$ cat src/rtl/fetch_stage.sv
// Instruction-fetch stage with IF/ID pipeline register and request/ready imem port.
// Define FETCH_PERF_CNT_EN to build the stall/flush performance counters.
module fetch_stage #(
  parameter logic [31:0] RESET_PC  = 32'h0000_0000,
  parameter logic [31:0] NOP_INSTR = 32'h0000_0000
) (
  input  logic        clk,
  input  logic        rst,
  input  logic        IF_Stall,
  input  logic        ID_Stall,
  input  logic        ID_Redirect,
  input  logic [31:0] ID_Target,
  output logic        imem_req,
  output logic [31:0] imem_addr,
  input  logic        imem_ready,
  input  logic [31:0] imem_rdata,
  output logic [31:0] ID_Instr,
  output logic [31:0] ID_PC4,
  output logic        ID_Valid,
  output logic [31:0] stall_cnt,
  output logic [31:0] flush_cnt
);

  typedef enum logic {RUN, PEND} state_t;

  state_t      state;
  logic [31:0] pc;
  logic [31:0] pend_target;
  logic        complete;
  logic        stalled;
  logic        redirect;
  logic [31:0] pc4;

  assign imem_addr = pc;
  assign complete  = imem_req & imem_ready;
  assign stalled   = IF_Stall | ID_Stall;
  assign redirect  = ID_Redirect & ~stalled;
  assign pc4       = pc + 32'd4;

  always_ff @(posedge clk) begin
    if (rst) begin
      state       <= RUN;
      pc          <= RESET_PC;
      pend_target <= '0;
      imem_req    <= 1'b0;
      ID_Instr    <= NOP_INSTR;
      ID_PC4      <= '0;
      ID_Valid    <= 1'b0;
    end else begin
      imem_req <= 1'b1;
      // Bubble by default; only an unstalled RUN completion loads a real word.
      if (!ID_Stall) begin
        ID_Instr <= NOP_INSTR;
        ID_PC4   <= '0;
        ID_Valid <= 1'b0;
      end
      case (state)
        RUN: begin
          if (redirect) begin
            if (complete) begin
              pc <= ID_Target;
            end else begin
              state       <= PEND;
              pend_target <= ID_Target;
            end
          end else if (complete && !stalled) begin
            pc       <= pc4;
            ID_Instr <= imem_rdata;
            ID_PC4   <= pc4;
            ID_Valid <= 1'b1;
          end
        end
        PEND: begin
          if (redirect) pend_target <= ID_Target;
          // The in-flight word is wrong-path; the newest redirect target wins.
          if (complete) begin
            pc    <= redirect ? ID_Target : pend_target;
            state <= RUN;
          end
        end
        default: state <= RUN;
      endcase
    end
  end

`ifdef FETCH_PERF_CNT_EN
  logic flush_ev;
  assign flush_ev = complete & ((state == PEND) | redirect);

  always_ff @(posedge clk) begin
    if (rst) begin
      stall_cnt <= '0;
      flush_cnt <= '0;
    end else begin
      if (imem_req && (stalled || !imem_ready)) stall_cnt <= stall_cnt + 32'd1;
      if (flush_ev) flush_cnt <= flush_cnt + 32'd1;
    end
  end
`else
  assign stall_cnt = '0;
  assign flush_cnt = '0;
`endif

endmodule

$ cat config.mk
export PLATFORM = sky130hd
export DESIGN_NAME = fetch_stage
export DESIGN_NICKNAME = d
export VERILOG_FILES = /design/src/rtl/fetch_stage.sv
export SDC_FILE = /design/constraint.sdc
export NUM_CORES = 1
export LEC_CHECK = 0
export CORE_MARGIN = 5
export CORE_UTILIZATION = 49
export DETAILED_ROUTE_END_ITERATION = 12
export MAX_ROUTING_LAYER = met4
export PLACE_DENSITY = 0.89
export SYNTH_ARGS = -nofsm -noshare
export SYNTH_HDL_FRONTEND = slang
export SYNTH_SLANG_ARGS = --single-unit
$ cat constraint.sdc
create_clock -name clk -period 3.69 [get_ports clk]
set_input_delay 0.5535 -clock clk [delete_from_list [all_inputs] [get_ports clk]]
set_output_delay 0.5535 -clock clk [all_outputs]
set_load 0.005 [all_outputs]
== Word-level counts from Yosys, hierarchy flattened ==
Index checks and enable logic that the tools add are counted.

* Output and inout bits: 162
* Word-level logic and storage cells: 47
* Input bits: 70
* Register bits after elaboration: 131

* Reduce and logical (&&, ||, !) cells: 4
* Multiplexer cells: 25
* Add/sub/neg operators: 1
* Bitwise gates (word level): 5
* Equal/unequal tests: 5

{| class="wikitable"
|+ Operators with widths
! operator !! count
|-
| 32-bit two-way mux || 15
|-
| 32-bit case mux with 2 select lines || 2
|-
| 32-bit by 3-bit adder with 32-bit output (second input constant) || 1
|-
| 1-bit two-way mux || 7
|-
| 3-bit inequality test (second input constant) || 2
|-
| 2-bit inequality test (second input constant) || 2
|-
| 3-bit AND reduction || 1
|-
| 1-bit bitwise AND || 2
|-
| 2-bit by 1-bit inequality test with 1-bit output (second input constant) || 1
|-
| 1-bit NOT || 2
|-
| 1-bit case mux with 2 select lines || 1
|-
| 2-bit AND reduction || 1
|-
| 1-bit logical AND || 1
|-
| 1-bit logical NOT || 1
|-
| 1-bit bitwise OR || 1
|}

== Logic depth before layout (Yosys ltp) ==
Gate-level depths: netlist (run 1).

* Word-level depth: 6
* Gate-level depth with buffers: 8
* Gate-level depth less buffers: 6

== Least setup slack after synthesis (run 1) ==
No wires, ideal clock.

* Path kind: input to register
* From: in ID_Stall
* To: reg pc[19] (netlist: imem_addr[19])
* Stages: 7
* Arrival time: 1.967 ns
* Setup time: 0.136 ns
* Path buffers: 3
* Data required time: 3.554 ns
* Slack: 1.587 ns
* Cell sequence: buf_2 -> or3b_1 -> buf_2 -> buf_2 -> and3_1 -> a221oi_1 -> o32ai_1

* Longest elaborated chain between the ends: 6
* Elaborated cells between the ends (all ways): 12
* Those cells by class: eq/ne (2); mux (4); bitwise (3); reduce/logical (3)

{| class="wikitable"
|+ RTL lines
! element !! line !! text
|-
| from (decl) || 10 || <nowiki>input logic ID_Stall,</nowiki>
|-
| 1-bit bitwise OR (*) || 36 || <nowiki>assign stalled = IF_Stall | ID_Stall;</nowiki>
|-
| 1-bit NOT || 37 || <nowiki>assign redirect = ID_Redirect & ~stalled;</nowiki>
|-
| 1-bit bitwise AND || 37 ||
|-
| 32-bit two-way mux || n/a ||
|-
| 32-bit two-way mux || 76 || <nowiki>if (complete) begin</nowiki>
|-
| 32-bit case mux with 2 select lines || 57 || <nowiki>case (state)</nowiki>
|-
| to (signal assigned) || 61 || <nowiki>pc <= ID_Target;</nowiki>
|-
| to (signal assigned) || 67 || <nowiki>pc <= pc4;</nowiki>
|-
| to (signal assigned) || 77 || <nowiki>pc <= redirect ? ID_Target : pend_target;</nowiki>
|-
| to (decl) || 27 || <nowiki>logic [31:0] pc;</nowiki>
|}

Every way passes the cells marked *; elsewhere a longest branch is shown, timed or not. The select of a mux whose other input is x is not followed.
A chain may end at the register's enable or synchronous reset.

== Worst setup path after layout (run 1) ==
* From: in ID_Stall
* To: reg ID_PC4[2]

* Longest elaborated chain between the ends: 6
* Elaborated cells between the ends (all ways): 9
* Those cells by class: mux (4); bitwise (3); reduce/logical (2)

{| class="wikitable"
|+ RTL lines
! element !! line !! text
|-
| 1-bit bitwise OR || 36 ||
|-
| 1-bit logical NOT || 66 || <nowiki>end else if (complete && !stalled) begin</nowiki>
|-
| 1-bit logical AND || 66 ||
|-
| 32-bit two-way mux || 66 ||
|-
| 32-bit two-way mux || 59 || <nowiki>if (redirect) begin</nowiki>
|-
| 32-bit two-way mux (*) || 57 ||
|-
| to (signal assigned) || 69 || <nowiki>ID_PC4 <= pc4;</nowiki>
|-
| to (decl) || 18 || <nowiki>output logic [31:0] ID_PC4,</nowiki>
|}

Every way passes the cells marked *; elsewhere a longest branch is shown, timed or not.

==> results of run 1 <==
-- layer usage --
| layer | vias up | part of all wire [%] | routed length [um] |
|---|---|---|---|
| li1 | 2954 | - | - |
| met1 | 2899 | 41 | 8080 |
| met2 | 345 | 47 | 9250 |
| met3 | 27 | 9.2 | 1800 |
| met4 | 0 | 2.3 | 441 |
| met5 | - | 0 | 0 |
-- area by class of cell --
cell class | instances | area [sq um] | share of cell area (%)
Multi-Input combinational cell | 598 | 3300 | 38.6
Sequential cell | 131 | 2620 | 30.7
Timing Repair Buffer | 182 | 1780 | 20.8
Clock buffer | 20 | 457 | 5.35
Tap cell | 172 | 215 | 2.52
Clock inverter | 11 | 135 | 1.58
Inverter | 8 | 30.0 | 0.352
-- path summary, 6_finish.rpt --
kind,start,to,slack [ns],cells past startpoint
setup / recovery,ID_Stall,ID_PC4[2],1.20,6
hold / removal,ID_PC4[29],ID_PC4[29],0.45,2
setup reg to reg,state,ID_PC4[2],1.25,5
hold reg to reg,ID_PC4[29],ID_PC4[29],0.45,2
-- worst min-delay path, cell delays in order (launching register included) --
cell and delay (ns):
dfxtp_1 0.30, nand2_1 0.05, o21ai_1 0.05
-- placed cells by master, fill, tap and decap left out, drive strengths merged, types with 5 or more instances in the layout --
| cell | instances |
|---|---|
| nand3 | 33 |
| and3 | 14 |
| buf | 16 |
| nor2 | 63 |
| xnor2 | 15 |
| conb | 64 |
| clkdlybuf4s50 | 166 |
| a22oi | 40 |
| nand2 | 133 |
| clkinv | 6 |
| a211oi | 7 |
| o211ai | 8 |
| a221oi | 5 |
| nand4 | 14 |
| xor2 | 11 |
| dfxtp | 131 |
| a21oi | 73 |
| o21ai | 43 |
| inv | 8 |
| clkbuf | 20 |
| or4 | 5 |
| and2 | 6 |
| nor4 | 12 |
| nor3 | 8 |
-- registers in the layout, summed over array words and instances (netlist names) --
| name | count |
|---|---|
| imem_req | 1 |
| ID_Instr | 32 |
| imem_addr | 32 |
| state | 1 |
| ID_PC4 | 32 |
| pend_target | 32 |
| ID_Valid | 1 |
-- cell usage after synthesis, types with 3 or more instances --
cell	count
o211ai_1	8
xnor2_1	15
o21ai_1	11
dfxtp_1	131
a31oi_1	3
xor2_1	11
nor3_1	8
nand4_2	3
o21ai_0	30
buf_2	17
nand3_1	30
inv_1	7
a22oi_1	40
a211oi_1	7
nor4_1	5
o32ai_1	4
nor4_4	3
a221oi_1	5
nor4_2	4
a32o_1	4
and2_1	6
and3_1	14
nand2_1	133
or4_1	3
nand4_1	10
clkbuf_1	40
buf_4	64
nor2_1	63
or3_1	4
a21oi_1	73
-- per-stage QoR --
stage	std cells	setup slack (ns)	util [%]	area (sq um)	total power (uW)
final	1122	1.20	67.1	8540	3490
after global routing	1122	1.07	67.1	8540	3590
after CTS	1122	1.25	67.1	8540	3490
after detailed placement	1091	0.827	62.5	7950	1820
after global placement	1091	0.890	62.5	7950	1810
after floorplan	860	1.59	-	6660	1700
-- cell families after synthesis --
logic type,count (synthesis),share of synthesized area (%)
AO/OA/AOI/OAI,204,20.0
adder cells (fa/ha/maj),1,0.195
multiplexers,2,0.312
XOR/XNOR,26,3.54
flip-flops,131,40.8
buffers and inverters,131,11.7
AND/OR/NAND/NOR,301,23.3
other,1,0.0584
-- power groups by stage --
stage                     combinational, uW  sequential, uW  clock, uW
after CTS                               310            1480       1700
after detailed placement                307            1510          0
after floorplan                         199            1500          0
final                                   315            1480       1690
after global routing                    343            1480       1770
after global placement                  304            1510          0
==> results.json, run 1 <==
{
  "synth-seq-cells": 131,
  "crit_fanout": 24,
  "critical_path_arrival_ns": 2.78,
  "grt_pass1_wl_mm": 31.1,
  "switching_share_pct": 23.2,
  "vias_per_cell": 5.55,
  "netlist_instances": 797,
  "worst-slew-pin-transition_ns": 1.01,
  "final_nets": 1009,
  "numCtsBuffers": 17,
  "cp_slowest_stage_delay_ns": 0.61,
  "hpwl_mm": 14.0,
  "sequentialPowerShare_pct": 42.5,
  "grt_max_degree": 43,
  "cts-root-buf": "clkbuf_16",
  "drtIter0Drc": 712,
  "crit_slowest_cell": "nand2_1",
  "area_growth_syn_to_layout_pct": 32.9,
  "cts_setup_buffers": 0,
  "htree_levels": 4,
  "holdCritPathClass": "flip-flop to flip-flop",
  "grt_pass1_vias": 5665,
  "maxSlewHeadroom_pct": 32.4,
  "rows": 41,
  "fmax_mhz": 401,
  "start_kind": "input port",
  "netlist_top_cells_area": "dfxtp_1 (41%), nand2_1 (7.8%), buf_4 (7.5%), a21oi_1 (5.7%), a22oi_1 (4.7%)",
  "syn_area_per_cell_sq_um": 8.06,
  "crit_family": "simple AND/OR/NAND/NOR gates",
  "fp.dieArea_sq_um": 15500,
  "gp_congestion": 0.955,
  "holdBufCountCts": 0,
  "grtUsageMet2_pct": 38.1,
  "remaining_drc_errors": 0,
  "use_met1_pct": 33.4,
  "maxCapViolCount": 0,
  "drv_slew": 0,
  "chipHeight_um": 125,
  "power_frac_comb_pct": 9.0,
  "busiest_layer": "met2",
  "hold_viol_final": 0,
  "wl_mm": 19.6,
  "fin_skew_ns": 0.00667,
  "track_usage_pct": 25.1,
  "num_vias": 6225,
  "clock_path_buffers": 2,
  "worst-path-buf-inv": 1,
  "rsz0062_at_grt": "false",
  "clk-insertion-delay-late_ns": 0.42,
  "detail-route-antenna-nets": 0,
  "netlist_area_sq_um": 6420,
  "synth_top_area_share_pct": 40.8,
  "core_sq_um": 12700,
  "gr-usage-met3_pct": 4.93,
  "leakagePower_uw": 0.00307,
  "crit_required_ns": 3.98,
  "die_w_um": 125,
  "ir_worst_vdd_uv": 304,
  "io_buffers": 167,
  "first_pass_iters": 5,
  "synth-edff-count": 0,
  "fillCellCount": 1045,
  "async_reset_ff_share_pct": 0,
  "antenna_found_initial": 0,
  "synthFlopType": "dfxtp_1",
  "drive_gt1_share_pct": 7.37,
  "status": "complete, no violations",
  "critical_path_class": "input port to flip-flop",
  "synth.distinct_cells": 58,
  "synth.largest_area_cell": "dfxtp_1",
  "start_util_pct": 50.5,
  "cts_tree": "yes",
  "grt_overflow": 0,
  "io_pins": 232,
  "cts_resized": 0,
  "cts.clk_slew.worst_paths_ns": 0.06,
  "diodes": 0,
  "p_int_uw": 2680,
  "crit_path_frequent_cell": "nor2_1",
  "yosysWarnings": 0,
  "clkSinkCount": 131,
  "crit_chain": "clkdlybuf4s50_1 -> or3b_1 -> nand2_1 -> nor2_1 -> a22oi_1 -> nor2_1",
  "endpoint_kind": "flip-flop",
  "finalSetupTns_ns": 0,
  "wire_per_inst_um": 17.4,
  "holdWs_ns": 0.446,
  "finalCritPeriodShare_pct": 67.6,
  "netSwitchingPower_uw": 809,
  "seq_area_frac_synth_pct": 40.8,
  "power_density_nw_per_um2": 408,
  "power.share.clock_pct": 48.5,
  "period_minus_slack_ns": 2.49,
  "finalSetupViolations": 0
}
Note: power is estimated with default switching activity, not from simulation.
==> run 2, diff against run 1 <==
- CORE_UTILIZATION: 49 -> 41
- PLACE_DENSITY: 0.89 -> 0.79
- clock period: 3.69 -> 2.03 ns (I/O delays scaled with it)
==> results.json, run 2 (synthesized netlist as in run 1, its figures left out) <==
{
  "status": "complete, no violations",
  "wire_per_inst_um": 17.2,
  "drive_gt1_share_pct": 13.2,
  "drtIter0Drc": 594,
  "vias_per_cell": 5.27,
  "mostFrequentLayoutCell": "clkdlybuf4s50_1",
  "clk-insertion-delay-late_ns": 0.42,
  "drt-met1-wl_mm": 8.70,
  "endpoint_kind": "flip-flop",
  "top_layer_used": "met4",
  "clkSinkCount": 131,
  "htree_levels": 4,
  "r2r-start": "imem_addr[17]",
  "die_w_um": 135,
  "setup_ws_ns": 0.0349,
  "gp_congestion": 0.919,
  "num_vias": 6446,
  "hold_viol_final": 0,
  "ir_worst_vdd_uv": 628,
  "leakagePower_uw": 0.00341,
  "wl_met2_mm": 9.85,
  "grt_max_degree": 52,
  "critical_path_class": "input port to flip-flop",
  "r2r-end": "imem_addr[27]",
  "cts-root-buf": "clkbuf_16",
  "maxCapViolCount": 0,
  "grt_pass1_wl_mm": 31.6,
  "cp_slowest_stage_delay_ns": 0.54,
  "hold_end": "imem_req",
  "io_pins": 232,
  "dr_wl_met3_mm": 1.68,
  "remaining_drc_errors": 0,
  "fp.dieArea_sq_um": 18300,
  "drv_slew": 0,
  "final_nets": 1070,
  "area_growth_syn_to_layout_pct": 42.6,
  "reg2reg_slack_ns": 0.07,
  "fmax_mhz": 501,
  "detail-route-antenna-nets": 0,
  "grt_pass1_vias": 5920,
  "first_pass_iters": 5,
  "start_kind": "input port",
  "critical_path_arrival_ns": 2.33,
  "period_minus_slack_ns": 2.00,
  "track_usage_pct": 22.4,
  "worst-slew-pin-transition_ns": 0.666,
  "rows": 45,
  "start_util_pct": 42.0,
  "crit_fanout": 20,
  "crit_slowest_cell": "clkdlybuf4s50_1",
  "maxSlewHeadroom_pct": 55.2,
  "worst-path-buf-inv": 3,
  "finalSetupViolations": 0,
  "crit_family": "buffers and inverters",
  "hpwl_mm": 15.5,
  "crit_chain": "clkdlybuf4s50_1 -> buf_4 -> nor3b_2 -> buf_4 -> nand2_1 -> a21oi_1 -> a21oi_1 -> a31oi_1",
  "power_density_nw_per_um2": 706,
  "diodes": 0,
  "layout_common_cells": "clkdlybuf4s50_1 (166), nand2_1 (133), dfxtp_1 (129)",
  "fillCellCount": 1365,
  "antenna_found_initial": 0,
  "hold_depth": 2,
  "chipHeight_um": 135,
  "grt_overflow": 0,
  "finalCritPeriodShare_pct": 98.3,
  "io_buffers": 167,
  "worstRegToRegCells": 6,
  "cts.clk_slew.worst_paths_ns": 0.06,
  "holdCritPathClass": "input port to flip-flop",
  "core_sq_um": 15300,
  "utilization_pct": 59.8,
  "clock_path_buffers": 2,
  "hp-start": "rst",
  "fin_skew_ns": 0.00503,
  "cts_tree": "yes",
  "numCtsBuffers": 17,
  "crit_required_ns": 2.36,
  "pre_cts_slack_ns": -0.254,
  "holdBufCountCts": 0,
  "wl_mm": 21.0,
  "holdWs_ns": 0.297,
  "finalSetupTns_ns": 0
}
## run 2: repair_timing
item	4_1_cts	5_1_grt
endpoints found under the setup margin	1	8
pin swaps	1	4
setup buffers	1	0
gates cloned	0	0
resized for setup	1	3
## run 2: per-layer routing
layer,track usage (%),vias up
li1,-,3078
met1,28.1,2977
met2,35.0,323
met3,4.49,68
met4,10.2,0
met5,-,-
## run 2: area by class of cell
cell class | instances | area (sq um) | share of cell area (%)
clock buffer | 22 | 474 | 5.18
clock inverter | 10 | 130 | 1.42
inverter | 8 | 30.0 | 0.328
multi-input combinational | 598 | 3310 | 36.1
sequential | 131 | 2630 | 28.7
tap | 211 | 264 | 2.88
timing repair buffer | 243 | 2320 | 25.4
## run 2: where the power goes
group	internal (uW)	switching [uW]
logic	319	337
clock network	2020	1110
registers	2630	53.4
total	4960	1500
## run 2: worst max-delay path by stage
stage | slack (ns) | cells after the start | endpoint | startpoint
after floorplan | 0.02 | 6 | imem_addr[24] | imem_addr[2]
after global placement | -0.18 | 8 | imem_addr[26] | ID_Stall
after detailed placement | -0.25 | 6 | imem_addr[27] | ID_Stall
after CTS | 0.02 | 5 | imem_addr[27] | imem_addr[8]
after global routing | -0.02 | 5 | imem_addr[27] | imem_addr[6]
final | 0.03 | 8 | imem_addr[26] | ID_Stall
## run 2: stage by stage
stage | instance area [sq um] | instances | total power [uW]
2_1_floorplan | 6660 | 860 | 3090
3_3_place_gp | 8530 | 1190 | 3370
3_5_place_dp | 8530 | 1190 | 3370
4_1_cts | 9150 | 1223 | 6480
5_1_grt | 9160 | 1223 | 6690
6_report | 9160 | 1223 | 6460
==> run 3, diff against run 2 <==
--- a/config.mk
+++ b/config.mk
@@ -10,5 +10,5 @@
 export DETAILED_ROUTE_END_ITERATION = 12
 export MAX_ROUTING_LAYER = met4
-export PLACE_DENSITY = 0.79
+export PLACE_DENSITY = 0.77
 export SYNTH_ARGS = -nofsm -noshare
 export SYNTH_HDL_FRONTEND = slang
==> constraint.sdc (replaced) <==
create_clock -name clk -period 2.03 [get_ports clk]
set_input_delay 0.3045 -clock clk [delete_from_list [all_inputs] [get_ports clk]]
set_output_delay 0.3045 -clock clk [all_outputs]
set_load 0.02 [all_outputs]
==> results.json, run 3 (synthesized netlist as in run 1, its figures left out) <==
{
  "leakagePower_uw": 0.00346,
  "fp.dieArea_sq_um": 18300,
  "period_minus_slack_ns": 1.95,
  "grt_max_degree": 38,
  "final_nets": 1080,
  "cts-root-buf": "clkbuf_16",
  "r2r-end": "imem_addr[24]",
  "power_frac_comb_pct": 11.8,
  "detail-route-antenna-nets": 0,
  "power.share.clock_pct": 48.0,
  "vias_per_cell": 5.21,
  "die_w_um": 135,
  "p_int_uw": 4990,
  "holdBufCountCts": 0,
  "rows": 45,
  "chipHeight_um": 135,
  "maxSlewHeadroom_pct": 54.2,
  "gp_congestion": 0.916,
  "fin_skew_ns": 0.00670,
  "mostFrequentLayoutCell": "clkdlybuf4s50_1",
  "holdWs_ns": 0.216,
  "cts.clk_slew.worst_paths_ns": 0.06,
  "clkSinkCount": 131,
  "htree_levels": 4,
  "crit_fanout": 5,
  "drive_gt1_share_pct": 14.3,
  "critical_path_arrival_ns": 2.30,
  "remaining_drc_errors": 0,
  "area_growth_syn_to_layout_pct": 43.8,
  "numCtsBuffers": 17,
  "start_kind": "flip-flop",
  "status": "complete, no violations",
  "track_usage_pct": 22.5,
  "register_area_sq_um": 2630,
  "clk-insertion-delay-late_ns": 0.42,
  "drv_slew": 0,
  "fillCellCount": 1372,
  "io_buffers": 167,
  "critical_path_class": "flip-flop to flip-flop",
  "layout_common_cells": "clkdlybuf4s50_1 (166), nand2_1 (133), dfxtp_1 (128)",
  "switching_share_pct": 25.0,
  "r2r-start": "imem_addr[2]",
  "core_sq_um": 15300,
  "grt_overflow": 0,
  "reg2reg_slack_ns": 0.08,
  "io_pins": 232,
  "wire_per_inst_um": 16.8,
  "hpwl_mm": 15.7,
  "first_pass_iters": 6,
  "clock_path_buffers": 2,
  "endpoint": "imem_addr[24]",
  "grt_pass1_vias": 5861,
  "worstRegToRegCells": 6,
  "diodes": 0,
  "fmax_mhz": 512,
  "endpoint_kind": "flip-flop",
  "num_vias": 6430,
  "grt_pass1_wl_mm": 31.6,
  "power_density_nw_per_um2": 721,
  "ir_worst_vdd_uv": 596,
  "start_util_pct": 42.0,
  "rsz0062_at_grt": "false",
  "cp-startpoint": "imem_addr[2]",
  "drtIter0Drc": 571,
  "antenna_found_initial": 0,
  "holdCritPathClass": "input port to flip-flop",
  "sequentialPowerShare_pct": 40.2,
  "hold_viol_final": 0,
  "cts_tree": "yes",
  "netSwitchingPower_uw": 1670,
  "pre_cts_slack_ns": -0.279,
  "worst-slew-pin-transition_ns": 0.680,
  "crit_required_ns": 2.38,
  "multi_input_area_sq_um": 3310,
  "finalSetupViolations": 0,
  "setup_ws_ns": 0.0774,
  "wl_mm": 20.7,
  "maxCapViolCount": 0,
  "finalCritPeriodShare_pct": 96.2
}
-- run 3: changes by cell type in the layout (fill, tap and decap cells not counted), sizes merged --
cell / before / now
clkinv: 5 / 3
clkbuf: 22 / 21
buf: 77 / 87
inv: 8 / 9
clkinvlp: 2 / 4
-- run 3: power groups by stage --
stage / combinational, uW / clock, uW / sequential (uW)
after CTS: 778 / 3240 / 2680
after detailed placement: 775 / 0 / 2730
after global routing: 842 / 3360 / 2680
after floorplan: 443 / 0 / 2770
final: 786 / 3190 / 2680
after global placement: 770 / 0 / 2730
-- run 3: routing by layer --
layer,vias up,GRT usage (%),routed length [um]
met5,-,-,0
met4,0,9.07,599
met3,41,6.54,1950
met2,323,33.3,9570
met1,2975,28.9,8540
li1,3091,-,-
-- run 3: worst min path at each step --
| stage | start | end | cells past startpoint |
|---|---|---|---|
| finish | rst | imem_req | 2 |
| global route | rst | imem_req | 2 |
| CTS | rst | imem_req | 2 |
| detailed placement | ID_PC4[25] | ID_PC4[25] | 2 |
| global placement | ID_PC4[24] | ID_PC4[24] | 2 |
| floorplan | pend_target[11] | pend_target[11] | 2 |
-- run 3: per-stage QoR --
step	power (uW)	instances	instance area [sq um]	setup TNS, ns	utilization [%]
finish	6660	1233	9240	0	60.3
global route	6890	1233	9240	0	60.3
CTS	6690	1233	9230	0	60.3
detailed placement	3500	1201	8610	-17.42	56.2
global placement	3500	1201	8610	-13.03	56.2
floorplan	3210	860	6670	0	-
-- run 3: worst max-delay path: stages, from the launching register on --
cell	delay, ns
dfxtp_2	0.33
ha_2	0.20
nand4_2	0.24
nor4_4	0.32
nand4_1	0.20
or4_1	0.43
a31oi_1	0.16
-- run 3: cell type report --
cell class / instances / area share (%)
clock buffers: 21 / 5.09
clock inverters: 11 / 1.64
inverters: 8 / 0.325
multi-input cells: 598 / 35.8
flip-flops and latches: 131 / 28.4
well taps: 211 / 2.86
repair buffers: 253 / 25.8
-- run 3: repair_timing --
action	in CTS	in global routing
setup endpoints to repair	1	5
pin swaps	1	0
resized for setup	0	2
endpoints found under the hold margin	0	0
buffers inserted	0	0
